--- src/rtl/neo_sdcmd_pkg.sv ---
// Shared constants for the NEO sound-command mailbox: data width, default
// synchronizer depth and the value both latches take in reset.
package neo_sdcmd_pkg;

    localparam int DATA_W          = 8;
    localparam int SYNC_STAGES_DEF = 2;

    typedef logic [DATA_W-1:0] data_t;

    localparam data_t LATCH_RST = 8'h00;

endpackage

--- src/rtl/neo_strobe_sync.sv ---
// Synchronizes one active-low bus strobe into CLK_24M and emits a one-cycle
// commit pulse when the synchronized strobe is released (low-to-high).
module neo_strobe_sync
    import neo_sdcmd_pkg::*;
#(
    parameter int STAGES = SYNC_STAGES_DEF
) (
    input  logic CLK_24M,
    input  logic nRESET,
    input  logic strobe_n,
    output logic sync_low,
    output logic commit
);

    logic [STAGES-1:0] sync_p;
    logic              prev_p;

    // Reset loads the idle (high) level so a strobe held low across reset
    // release looks like a fresh falling edge, never a release.
    always_ff @(posedge CLK_24M or negedge nRESET) begin
        if (!nRESET) begin
            sync_p <= '1;
            prev_p <= 1'b1;
        end else begin
            sync_p <= {sync_p[STAGES-2:0], strobe_n};
            prev_p <= sync_p[STAGES-1];
        end
    end

    assign sync_low = ~sync_p[STAGES-1];
    assign commit   = sync_p[STAGES-1] & ~prev_p;

endmodule

--- src/rtl/neo_sdcmd.sv ---
// 68K <-> Z80 sound-command mailbox: a command latch written by the 68K and
// read/cleared by the Z80, and a reply latch in the opposite direction.
module neo_sdcmd
    import neo_sdcmd_pkg::*;
#(
    parameter int SYNC_STAGES = SYNC_STAGES_DEF
) (
    input  logic              CLK_24M,
    input  logic              nRESET,
    input  logic              nSDW,
    input  logic              nSDR68K,
    input  logic [DATA_W-1:0] M68K_DIN,
    output logic [DATA_W-1:0] M68K_DOUT,
    output logic              M68K_OE,
    input  logic              nSDZ80R,
    input  logic              nSDZ80CLR,
    input  logic              nSDZ80W,
    input  logic [DATA_W-1:0] SDD_IN,
    output logic [DATA_W-1:0] SDD_OUT,
    output logic              SDD_OE,
    output logic              CMD_PEND,
    output logic              RPLY_PEND,
    output logic              CMD_OVR,
    output logic              RPLY_OVR
);

    logic  sdw_low, sdw_commit;
    logic  r68_low, r68_commit;
    logic  cmd_rd_low, cmd_rd_commit;
    logic  clr_low, clr_commit;
    logic  z80w_low, z80w_commit;
    data_t hold_cmd, hold_rply;
    data_t cmd_latch, rply_latch;
    logic  cmd_pend, cmd_ovr, rply_pend, rply_ovr;

    neo_strobe_sync #(.STAGES(SYNC_STAGES)) u_sdw (
        .CLK_24M(CLK_24M), .nRESET(nRESET), .strobe_n(nSDW),
        .sync_low(sdw_low), .commit(sdw_commit));
    neo_strobe_sync #(.STAGES(SYNC_STAGES)) u_sdr68k (
        .CLK_24M(CLK_24M), .nRESET(nRESET), .strobe_n(nSDR68K),
        .sync_low(r68_low), .commit(r68_commit));
    neo_strobe_sync #(.STAGES(SYNC_STAGES)) u_sdz80r (
        .CLK_24M(CLK_24M), .nRESET(nRESET), .strobe_n(nSDZ80R),
        .sync_low(cmd_rd_low), .commit(cmd_rd_commit));
    neo_strobe_sync #(.STAGES(SYNC_STAGES)) u_sdz80clr (
        .CLK_24M(CLK_24M), .nRESET(nRESET), .strobe_n(nSDZ80CLR),
        .sync_low(clr_low), .commit(clr_commit));
    neo_strobe_sync #(.STAGES(SYNC_STAGES)) u_sdz80w (
        .CLK_24M(CLK_24M), .nRESET(nRESET), .strobe_n(nSDZ80W),
        .sync_low(z80w_low), .commit(z80w_commit));

    // Read/clear strobes only need their commit pulse.
    logic unused_sync_low;
    assign unused_sync_low = &{1'b0, r68_low, cmd_rd_low, clr_low};

    always_ff @(posedge CLK_24M or negedge nRESET) begin
        if (!nRESET) begin
            hold_cmd   <= '0;
            hold_rply  <= '0;
            cmd_latch  <= LATCH_RST;
            rply_latch <= LATCH_RST;
            cmd_pend   <= 1'b0;
            cmd_ovr    <= 1'b0;
            rply_pend  <= 1'b0;
            rply_ovr   <= 1'b0;
        end else begin
            if (sdw_low)
                hold_cmd <= M68K_DIN;
            if (z80w_low)
                hold_rply <= SDD_IN;

            // A write always wins on its latch; a coincident clear still wipes overrun.
            if (sdw_commit) begin
                cmd_latch <= hold_cmd;
                cmd_pend  <= 1'b1;
                cmd_ovr   <= clr_commit ? 1'b0 : (cmd_ovr | cmd_pend);
            end else if (clr_commit) begin
                cmd_latch <= LATCH_RST;
                cmd_pend  <= 1'b0;
                cmd_ovr   <= 1'b0;
            end else if (cmd_rd_commit) begin
                cmd_pend  <= 1'b0;
            end

            if (z80w_commit) begin
                rply_latch <= hold_rply;
                rply_pend  <= 1'b1;
                rply_ovr   <= r68_commit ? 1'b0 : (rply_ovr | rply_pend);
            end else if (r68_commit) begin
                rply_pend  <= 1'b0;
                rply_ovr   <= 1'b0;
            end
        end
    end

    assign SDD_OUT   = cmd_latch;
    assign M68K_DOUT = rply_latch;
    assign CMD_PEND  = cmd_pend;
    assign CMD_OVR   = cmd_ovr;
    assign RPLY_PEND = rply_pend;
    assign RPLY_OVR  = rply_ovr;
    assign SDD_OE    = ~nSDZ80R;
    assign M68K_OE   = ~nSDR68K;

endmodule
--- config.mk ---
export PLATFORM = sky130hd
export DESIGN_NAME = neo_sdcmd
export DESIGN_NICKNAME = d
export VERILOG_FILES = /design/src/rtl/neo_sdcmd_pkg.sv /design/src/rtl/neo_strobe_sync.sv /design/src/rtl/neo_sdcmd.sv
export SDC_FILE = /design/constraint.sdc
export NUM_CORES = 1
export LEC_CHECK = 0
export BUFFER_PORTS_ARGS = -buffer_cell sky130_fd_sc_hd__buf_2
export CORE_AREA = 2 2 73 68
export DETAILED_ROUTE_END_ITERATION = 10
export DIE_AREA = 0 0 75 70
export PLACE_DENSITY_LB_ADDON = 0.25
export SLEW_MARGIN = 20
export SYNTH_ARGS = -nofsm -noshare
export SYNTH_HDL_FRONTEND = slang
export SYNTH_SLANG_ARGS = --single-unit
--- constraint.sdc ---
create_clock -name CLK_24M -period 1.4 [get_ports CLK_24M]
set_input_delay 0.14 -clock CLK_24M [delete_from_list [all_inputs] [get_ports CLK_24M]]
set_output_delay 0.14 -clock CLK_24M [all_outputs]
set_load 0.02 [all_outputs]
# After elaboration in Yosys (flattened, before gate mapping)
# Index checks and enable logic that the tools add are counted.
dict set report classes {
  addsub 0
  multipliers 0
  div_mod_pow 0
  order_cmp 0
  eq_ne 0
  shifts 0
  mux 12
  bitwise_logic 14
  reduce_logical 3
}
# op n
set op_table {}
lappend op_table {{$mux 8} 2}
lappend op_table {{$mux 1} 10}
lappend op_table {{$not 1->1} 7}
lappend op_table {{$and 1x1->1} 5}
lappend op_table {{$reduce_bool 2->1} 2}
lappend op_table {{$reduce_bool 3->1} 1}
lappend op_table {{$or 1x1->1} 2}
dict set report word_totals {
  register_bits 51
  latchBits 0
  ramBits 0
  rom_bits 0
  output_inout_bits 22
  memories 0
}

# Logic depth before layout (Yosys ltp)
# Gate-level depths: netlist of run 1.
dict set report depth {
  ltp_word 5
  ltp_mapped 4
  mapped_depth_nobuf 2
}

# Hierarchy
# A second synthesis of run 1 with hierarchy kept.
dict set report hier_totals {
  hier_cells 108
  hier_area_um2 1914.3
}
# mod instances cells_per_inst area_per_inst_um2 seq_area_each_um2
set modules_own_cells {}
lappend modules_own_cells {neo_sdcmd 1 83 1432.6 900.9}
lappend modules_own_cells {neo_strobe_sync 5 5 96.3 78.8}

# Least setup slack after synthesis of run 1
# No wires, ideal clock.
dict set report synth_timing {
  kind {reg-to-reg}
  startpoint {register u_sdz80w.sync_p[1]}
  endpoint {register rply_latch[0], in the netlist M68K_DOUT[0]}
  setup_time_ns 0.125
  arrival_ns 1.215
  t_required_ns 1.275
  setup_slack_ns 0.060
  path_stages_with_launch 5
  path_buffers 2
  period_less_slack_ns 1.340
  path_cell_list {dfstp_2 -> buf_6 -> nor2b_4 -> buf_6 -> mux2_4}
}
dict set report synth_via {
  elab_chain_len 1
}
# element line_no
set synth_rtl {}
lappend synth_rtl {{start: declaration} neo_strobe_sync.sv:15} ;# logic [STAGES-1:0] sync_p;
lappend synth_rtl {{start signal: assignment} neo_strobe_sync.sv:25} ;# sync_p <= {sync_p[STAGES-2:0], strobe_n};
lappend synth_rtl {{$and 1x1->1} neo_strobe_sync.sv:31} ;# assign commit = sync_p[STAGES-1] & ~prev_p;
lappend synth_rtl {{end signal: assignment} neo_sdcmd.sv:86} ;# rply_latch <= hold_rply;
lappend synth_rtl {{end: declaration} neo_sdcmd.sv:33} ;# data_t cmd_latch, rply_latch;
# No other way between the ends.
# A chain may end at the register's enable or synchronous reset.

# Worst setup path after layout of run 1
dict set report layout_timing {
  startpoint {register u_sdz80w.sync_p[1]}
  endpoint {register rply_latch[4], in the netlist M68K_DOUT[4]}
}
# The elaborated chain is that of the path after synthesis.

==> results.ini, run 1 <==
[status]
outcome=finished, final reports clean

[sta]
period_needed_ns=1.32
setup-violations-final=0
drv_slew=0
tns_ns=0
fmax_mhz=759
fin_skew_ns=0.00511
tightestPinTransition_ns=0.351
finalCritPeriodShare_pct=94.2
setup_ws_ns=0.0816
slew_headroom_pct=76.6
hold_violations=0
rsz0062_at_grt=false

[synth]
yosys_most_used_dff=dfrtp_1
netlist.area_leader.share_pct=47.3
synth_top_family_by_area=multiplexers
synth_async_sr_flop_share_pct=100
synth_xor_area_share_pct=0
synth-edff-count=0
ys_seq_area_share_pct=68.0
synthTopCellsByCount=dfrtp_1, mux2_2, dfstp_2, inv_1, nand3b_1
ys_warn_count=0
synth_area_leaders=dfrtp_1, dfstp_2, mux2_2
ys_ff_latch=51
syn_avg_cell_area_um2=15.9
syn_inst=120
yosys.area.top_type=dfrtp_1
yosys.area_share.simple_pct=6.44
synth.most_common_cell=dfrtp_1
yosys.cell_types.count=18
synth_fa_ha_area_share_pct=0
synth-compound-area-share_pct=4.73
syn_nets=143
synth_mux_area_share_pct=15.8
syn_area_um2=1900

[floorplanning]
num_io_pins=45
row_count=24
core_area_um2=4590
initial_utilization_pct=41.4
die-area_um2=5250
die_height_um=70
die_w_um=75

[clock_network]
h-tree-depth=2
clock_tree.root_cell=clkbuf_8
clkSinkCount=51
cts_buffers=5
clk_latency_ns=0.29
clk_pin_slew_worst_paths_ns=0.09
cts_tree=built
clockBufferDepth=2

[global_route]
grt_pass1_wl_um=5300
groute.usage.overall_pct=13.5
grt_pass1_vias=1111
antenna_found_initial=0
grt_max_degree=52
overflow=0

[job]
cap_violations=0

[critical_path]
crit_path_end_kind=flip-flop
critPathKind=reg2reg
critical_path_buf_inv_count=0
crit_family=flip-flops
critPathSlowestCell=dfstp_2
worstPathArrival_ns=1.50
startpoint_type=flip-flop
path_cells=nor2b_4 -> mux2_4
cpPeakStageDelay_ns=0.54
required_ns=1.59
cp_max_fo=9

[routing]
wl_um=3150
remaining_drc_errors=0
via_count=1068
drtIter0Drc=89
ant_nets=0
wl_per_cell_um=13.0
dr.pass1.iters=4
viasPerCell=4.43

[final_layout]
fin_nets=198
final_layout_size_suffix_gt1_share_pct=56.3
layoutNonFillerInstCount=241
final_cell_area_um2=2360
syn2layout_area_growth_pct=24.1
antenna_cells=0

[place]
dpl.hpwl_um=2180
gp_congestion=0.756
preCtsSetupSlack_ns=0.0740
post-place-cells=227
placed_area_um2=2190
port_buffers=44

[pwr]
p_leak_nw=1.10
finalPower_w=0.00314
ir_worst_vdd_mv=0.719
power_density_nw_per_um2=1330

[min_path]
min_path_type=in2reg

metal layers:
metal  up-vias  GRT usage [%]  share of wire [%]
li1        513              -                  -
met1       514           16.9                 43
met2        35           21.6                 48
met3         6           5.19                7.2
met4         0           3.57                1.0
met5         -              0                  0
final timing paths:
kind / from / to / slack [ns] / cells past startpoint
setup / recovery: u_sdz80w.sync_p[1] / M68K_DOUT[4] / 0.08 / 2
hold / removal: SDD_IN[4] / hold_rply[4] / 0.07 / 2
setup reg to reg: u_sdz80w.sync_p[1] / M68K_DOUT[4] / 0.08 / 2
hold reg to reg: u_sdz80r.sync_p[0] / u_sdz80r.sync_p[1] / 0.36 / 0
max in group asynchronous: nRESET / u_sdz80r.sync_p[0] / 0.76 / 3
min in group asynchronous: nRESET / SDD_OUT[3] / 0.35 / 3
placed cells by master, fill, tap and decap left out, types with 2 or more instances in the layout:
cell / count
nor2b_1: 2
dfstp_2: 14
dfrtp_1: 36
nand3b_1: 9
nand2b_1: 3
buf_2: 44
mux2_4: 8
dlygate4sd3_1: 6
o31ai_1: 8
inv_1: 11
buf_4: 3
mux2_2: 16
clkbuf_8: 7
registers in the layout (all words and copies together), names as in the netlist, 2 cells and up:
register and flops:
M68K_DOUT 8, SDD_OUT 8, hold_cmd 8, hold_rply 8
u_sdr68k.sync_p 2, u_sdw.sync_p 2, u_sdz80clr.sync_p 2, u_sdz80r.sync_p 2
u_sdz80w.sync_p 2
logic make-up (layout without fill, tap and decap cells):
logic type	Yosys count	count (layout)
DFF	51	51
AOI/OAI and AO/OA	12	12
and+or+nand+nor	16	16
muxes	24	24
buffers and inverters	17	73
metrics by stage:
stage | hold slack, ns | util [%]
2_1_floorplan | -0.156 | -
3_3_place_gp | 0.146 | 47.7
5_1_grt | 0.0581 | 51.4
6_report | 0.0715 | 51.4
3_5_place_dp | 0.147 | 47.7
4_1_cts | 0.0604 | 51.3
cell type report:
type | instances | area (um^2)
Clock buffer | 7 | 96.3
Sequential cell | 51 | 1300
Clock inverter | 1 | 7.51
Fill cell | 411 | 2230
Inverter | 11 | 41.3
Timing Repair Buffer | 54 | 323
Multi-Input combinational cell | 52 | 513
Tap cell | 65 | 81.3
worst reg2reg max path, delay by kind of cell (launching register included):
family / cells / cell delay, ns
AND/OR/NAND/NOR: 1 / 0.34
flip-flops: 1 / 0.54
multiplexers: 1 / 0.34
power breakdown:
group | internal (W) | switching [W] | leakage [nW]
clock network | 0.000450 | 0.000448 | 0.0505
logic | 0.000246 | 0.000254 | 0.458
registers | 0.00165 | 0.0000943 | 0.590
total | 0.00234 | 0.000796 | 1.10
repair_timing:
item,CTS,global route
endpoints found under the hold margin,41,0
hold buffers,6,0
endpoints found under the setup margin,0,9
gates resized for setup,0,1
buffers inserted,0,0
No activity file was read; power rests on OpenSTA's default activity.
==> inputs of run 2 (changes only) <==
Settings changed: SYNTH_HIERARCHICAL set to 1.
==> run 2 against run 1 <==
  * Combinational power is 7.0% higher
  * Die area did not move
  * First-iteration DRC count fell by 27%
  * Via count shrank 3.6%
  * Clock power barely moved
  * Total power grew 1.0%
  * Count of clock-buffer cells in the layout up 1
  * Utilization up 0.22 points
  * Critical endpoint is now M68K_DOUT[6]
  * Largest power group unchanged
  * Highest routed layer unchanged
==> results.ini, run 2 <==
[clock_network]
clk_latency_ns=0.30  ; about the same
clockBufferDepth=2  ; unchanged
ctsResizeCount=0  ; unchanged
clock_tree.root_cell=clkbuf_8
cts_buffers=5  ; unchanged
clk_pin_slew_worst_paths_ns=0.09  ; about the same
clkSinkCount=51  ; unchanged
cts_tree=built
h-tree-depth=2  ; unchanged

[min_path]
min_path_type=in2reg
hp-start=SDD_IN[2]
min_path_cells=2  ; unchanged
worstHoldEndpoint=hold_rply[2]

[routing]
drtIter0Drc=65  ; -27%
dr.pass1.iters=2  ; -2
ant_nets=0  ; unchanged
via_count=1030  ; -3.6%
wl_per_cell_um=13.5  ; +3.8%
wl_um=3080  ; -2.2%
viasPerCell=4.54  ; +2.4%
remaining_drc_errors=0  ; unchanged

[critical_path]
critPathSlowestCell=dfstp_2
r2r-start=u_sdz80w/sync_p[1]
path_cells=nor2b_4 -> buf_12 -> mux2_4
cp_max_fo=10  ; +1
critPathKind=reg2reg
cpPeakStageDelay_ns=0.55  ; about the same
startpoint_type=flip-flop
crit_path_end_kind=flip-flop
reg2reg_depth=3  ; +1
r2r_slack_ns=0.14  ; +0.06 ns
rr_endpoint=M68K_DOUT[6]
required_ns=1.59  ; about the same
worstPathArrival_ns=1.45  ; -0.05 ns

[synth]
syn_inst=105  ; -13%
syn_avg_cell_area_um2=18.1  ; +14%
syn_area_um2=1900  ; unchanged
ys_warn_count=6  ; +6
syn_nets=128  ; -10%

[final_layout]
mostFrequentLayoutCells=buf_2, dfrtp_1, mux2_4
final_common_cell=buf_2
register_area_um2=1290  ; -0.29%
syn2layout_area_growth_pct=24.6
layoutNonFillerInstCount=227  ; -5.8%
fin_nets=184  ; -7.1%
final_layout_size_suffix_gt1_share_pct=61.7  ; +5.5 points
fillers=419  ; +1.9%
antenna_cells=0  ; unchanged
multiInputGateArea_um2=548  ; +6.8%

[place]
gp_congestion=0.676  ; -11%
post-place-cells=212  ; -6.6%
port_buffers=44  ; unchanged

[floorplanning]
die-area_um2=5250  ; unchanged
initial_utilization_pct=41.4  ; unchanged
die_w_um=75  ; unchanged
num_io_pins=45  ; unchanged
core_area_um2=4590  ; unchanged
die_height_um=70  ; unchanged
row_count=24  ; unchanged

[global_route]
groute.usage.overall_pct=13.2  ; -0.23 points
grt_pass1_wl_um=5110  ; -3.5%
grt_max_degree=52  ; unchanged
grt_pass1_vias=1037  ; -6.7%
antenna_found_initial=0  ; unchanged
overflow=0  ; unchanged

[pwr]
ir_worst_vdd_mv=0.632  ; -12%
power_density_nw_per_um2=1340  ; +0.61%
p_leak_nw=1.18  ; +7.3%

[job]
cap_violations=0  ; unchanged

[status]
outcome=finished, final reports clean

[sta]
hold_violations=0  ; unchanged
fin_skew_ns=0.00573  ; +0.000618 ns
period_needed_ns=1.26  ; -0.0555 ns
finalCritPeriodShare_pct=90.2  ; -4.0 points
rsz0062_at_grt=false
slew_headroom_pct=68.1  ; -8.4 points
tns_ns=0  ; unchanged
tightestPinTransition_ns=0.477  ; +0.127 ns
drv_slew=0  ; unchanged
fmax_mhz=792  ; +4.4%
setup-violations-final=0  ; unchanged

-- run 2: layout make-up --
class                      instances  area share (%)
clock buffer                       8            4.22
sequential                        51            54.6
multi-input combinational         45            23.1
tap                               65            3.43
inverter                           5           0.792
timing repair buffer              53            13.8
-- run 2: worst max-delay path by stage --
| stage | startpoint | to | slack (ns) | cells past startpoint |
|---|---|---|---|---|
| floorplan | u_sdz80w/sync_p[1] | M68K_DOUT[0] | 0.19 | 3 |
| finish | u_sdz80w/sync_p[1] | M68K_DOUT[6] | 0.14 | 3 |
| CTS | u_sdz80w/sync_p[1] | M68K_DOUT[6] | 0.03 | 2 |
| global placement | u_sdz80w/sync_p[1] | M68K_DOUT[3] | 0.07 | 2 |
| global route | u_sdz80w/sync_p[1] | M68K_DOUT[6] | 0.08 | 3 |
| detailed placement | u_sdz80w/sync_p[1] | M68K_DOUT[6] | 0.04 | 2 |
-- run 2: repair_timing --
item | in CTS | in global routing
endpoints found under the hold margin | 41 | 0
hold buffers | 6 | 0
buffers inserted | 0 | 1
endpoints found under the setup margin | 0 | 8
-- run 2: critical path: cells and delay by family (launching register included) --
family	cells	cell delay [ns]
simple gates	1	0.16
buf+inv	1	0.15
mux	1	0.30
flops	1	0.55
-- run 2: per-layer routing --
layer	global-route usage (%)	wire (um)
met2	18.4	1410
met3	6.06	203
met1	18.2	1410
met5	0	0
met4	4.76	50
-- run 2: through the flow --
| step | hold slack [ns] | total power (W) | setup slack (ns) | utilization, % | cell area (um^2) |
|---|---|---|---|---|---|
| finish | 0.0662 | 0.00317 | 0.137 | 51.6 | 2370 |
| global route | 0.0479 | 0.00334 | 0.0843 | 51.6 | 2370 |
| CTS | 0.0526 | 0.00322 | 0.0284 | 51.2 | 2350 |
| detailed placement | 0.149 | 0.00229 | 0.0409 | 47.7 | 2190 |
| global placement | 0.138 | 0.00227 | 0.0720 | 47.7 | 2190 |
| floorplan | -0.156 | 0.00209 | 0.186 | - | 1900 |
-- run 2: where the power goes --
group / internal, W / switching (W)
Sequential: 0.00165 / 0.0000934
Clock: 0.000451 / 0.000445
Combinational: 0.000278 / 0.000257
Total: 0.00237 / 0.000795
==> inputs of run 3 (changes only) <==
Settings changed: REMOVE_ABC_BUFFERS set to 1.
==> run 3 against run 2 <==
  * Critical path depth stayed put
  * Sequential power hardly changed
  * Flip-flop and latch count is the same
  * Global-route usage up 0.49 points
  * Sequential share of layout area decreased by 0.17 points
==> results.ini, run 3 (synthesis results as in run 2) <==
[floorplanning]
die_height_um=70  ; unchanged
die_w_um=75  ; unchanged
num_io_pins=45  ; unchanged
core_area_um2=4590  ; unchanged
die-area_um2=5250  ; unchanged
row_count=24  ; unchanged
initial_utilization_pct=41.4  ; unchanged

[place]
gp_congestion=0.700  ; +3.6%
port_buffers=44  ; unchanged
post-place-cells=212  ; unchanged
dpl.hpwl_um=2170
preCtsSetupSlack_ns=0.0000103  ; -0.0409 ns

[routing]
drtIter0Drc=53  ; -18%
viasPerCell=4.47  ; -1.4%
via_count=1020  ; -0.97%
remaining_drc_errors=0  ; unchanged
wl_per_cell_um=13.8  ; +2.2%
wl_um=3160  ; +2.6%
ant_nets=0  ; unchanged
dr.pass1.iters=4  ; +2

[final_layout]
final_layout_size_suffix_gt1_share_pct=62.0  ; +0.23 points
antenna_cells=0  ; unchanged
fin_nets=185  ; +0.54%
fin_util_pct=51.8  ; +0.16 points
final_common_cell=buf_2
multiInputGateArea_um2=548  ; unchanged
layoutNonFillerInstCount=228  ; +0.44%
fillers=402  ; -4.1%
syn2layout_area_growth_pct=25.0
register_area_um2=1290  ; unchanged
mostFrequentLayoutCells=buf_2, dfrtp_1, mux2_4

[clock_network]
clockBufferDepth=2  ; unchanged
clock_tree.root_cell=clkbuf_8
clkSinkCount=51  ; unchanged
ctsResizeCount=0  ; unchanged
clk_pin_slew_worst_paths_ns=0.08  ; about the same
cts_buffers=5  ; unchanged
h-tree-depth=2  ; unchanged
cts_tree=built
clk_latency_ns=0.30  ; about the same

[critical_path]
critPathKind=reg2reg
startpoint_type=flip-flop
cpPeakStageDelay_ns=0.55  ; about the same
path_cells=nor2b_4 -> buf_12 -> mux2_4
crit_path_end_kind=flip-flop
worstPathArrival_ns=1.45  ; about the same
critPathSlowestCell=dfstp_2
critical_path_buf_inv_count=1  ; unchanged
required_ns=1.58  ; about the same
crit_family=flip-flops
cp_max_fo=9  ; -1

[pwr]
clkPwrFrac_pct=28.3  ; about the same
seqPwrFrac_pct=54.7  ; -0.2 points
ir_worst_vdd_mv=0.639  ; +1.1%
power_switching_w=0.000799  ; +0.48%
cell_internal_pwr_w=0.00238  ; about the same
p_leak_nw=1.18  ; +0.44%
power_density_nw_per_um2=1330  ; -0.14%
swShare_pct=25.2  ; +0.078 points
p_comb_share_pct=17.1  ; +0.2 points

[sta]
period_needed_ns=1.26  ; -0.00131 ns
setup_ws_ns=0.138  ; +0.00131 ns
finalCritPeriodShare_pct=90.1  ; -0.094 points
fin_skew_ns=0.00576  ; +0.0000292 ns
drv_slew=0  ; unchanged
tightestPinTransition_ns=0.467  ; -0.0104 ns
tns_ns=0  ; unchanged
slew_headroom_pct=68.8  ; +0.69 points
fmax_mhz=793  ; +0.10%
rsz0062_at_grt=false
holdWs_ns=0.0681  ; +0.00191 ns
hold_violations=0  ; unchanged
setup-violations-final=0  ; unchanged

[global_route]
grt_pass1_vias=1090  ; +5.1%
overflow=0  ; unchanged
antenna_found_initial=0  ; unchanged
grt_pass1_wl_um=5400  ; +5.5%
groute.usage.overall_pct=13.7  ; +0.49 points
grt_max_degree=52  ; unchanged

[min_path]
min_path_type=in2reg

[job]
cap_violations=0  ; unchanged

[status]
outcome=finished, final reports clean

[run 3: cell types whose count changed in the layout (fill, tap and decap cells not counted)]
cell and delta:
buf_4 +1
[run 3: power by group through the flow]
stage	logic [W]	registers, W	clock network, W
floorplan	0.000225	0.00185	0
global placement	0.000516	0.00176	0
detailed placement	0.000532	0.00176	0
CTS	0.000545	0.00174	0.000935
global route	0.000589	0.00176	0.000998
finish	0.000542	0.00174	0.000897
[run 3: worst register-to-register path: cells and delay by family, from the launching register on]
family / cells / cell delay (ns)
buf+inv: 1 / 0.15
simple gates: 1 / 0.16
mux: 1 / 0.30
flops: 1 / 0.55
[run 3: layer usage]
metal | routed length, um | up-vias | GRT usage, %
li1 | - | 467 | -
met3 | 208 | 4 | 4.18
met2 | 1530 | 34 | 20.0
met1 | 1370 | 515 | 18.9
met4 | 46 | 0 | 5.95
met5 | 0 | - | 0
[run 3: what timing repair did]
action                                  in CTS  in global routing
setup buffers                                0                  2
endpoints found under the setup margin       0                  8
hold endpoints to repair                    41                  0
hold buffers                                 6                  0
[run 3: layout make-up]
cell class	count	area share [%]
timing repair buffer	54	14.1
tap	65	3.42
multi-input combinational	45	23.0
clock buffer	8	4.21
inverter	5	0.789
sequential	51	54.4
[run 3: worst paths after layout]
kind | endpoint | slack, ns | depth (start not counted) | start
max in group asynchronous | u_sdw/sync_p[0] | 0.76 | 3 | nRESET
worst min register to register | u_sdz80w/sync_p[1] | 0.36 | 0 | u_sdz80w/sync_p[0]
worst max register to register | M68K_DOUT[4] | 0.14 | 3 | u_sdz80w/sync_p[1]
worst min-delay path | hold_rply[5] | 0.07 | 2 | SDD_IN[5]
min in group asynchronous | SDD_OUT[6] | 0.34 | 3 | nRESET
worst max-delay path | M68K_DOUT[4] | 0.14 | 3 | u_sdz80w/sync_p[1]
[run 3: through the flow]
stage                     cell area [um^2]  total power [W]
after global placement                2190          0.00227
final                                 2380          0.00317
after detailed placement              2190          0.00229
after CTS                             2350          0.00322
after global routing                  2380          0.00335
after floorplan                       1860          0.00208
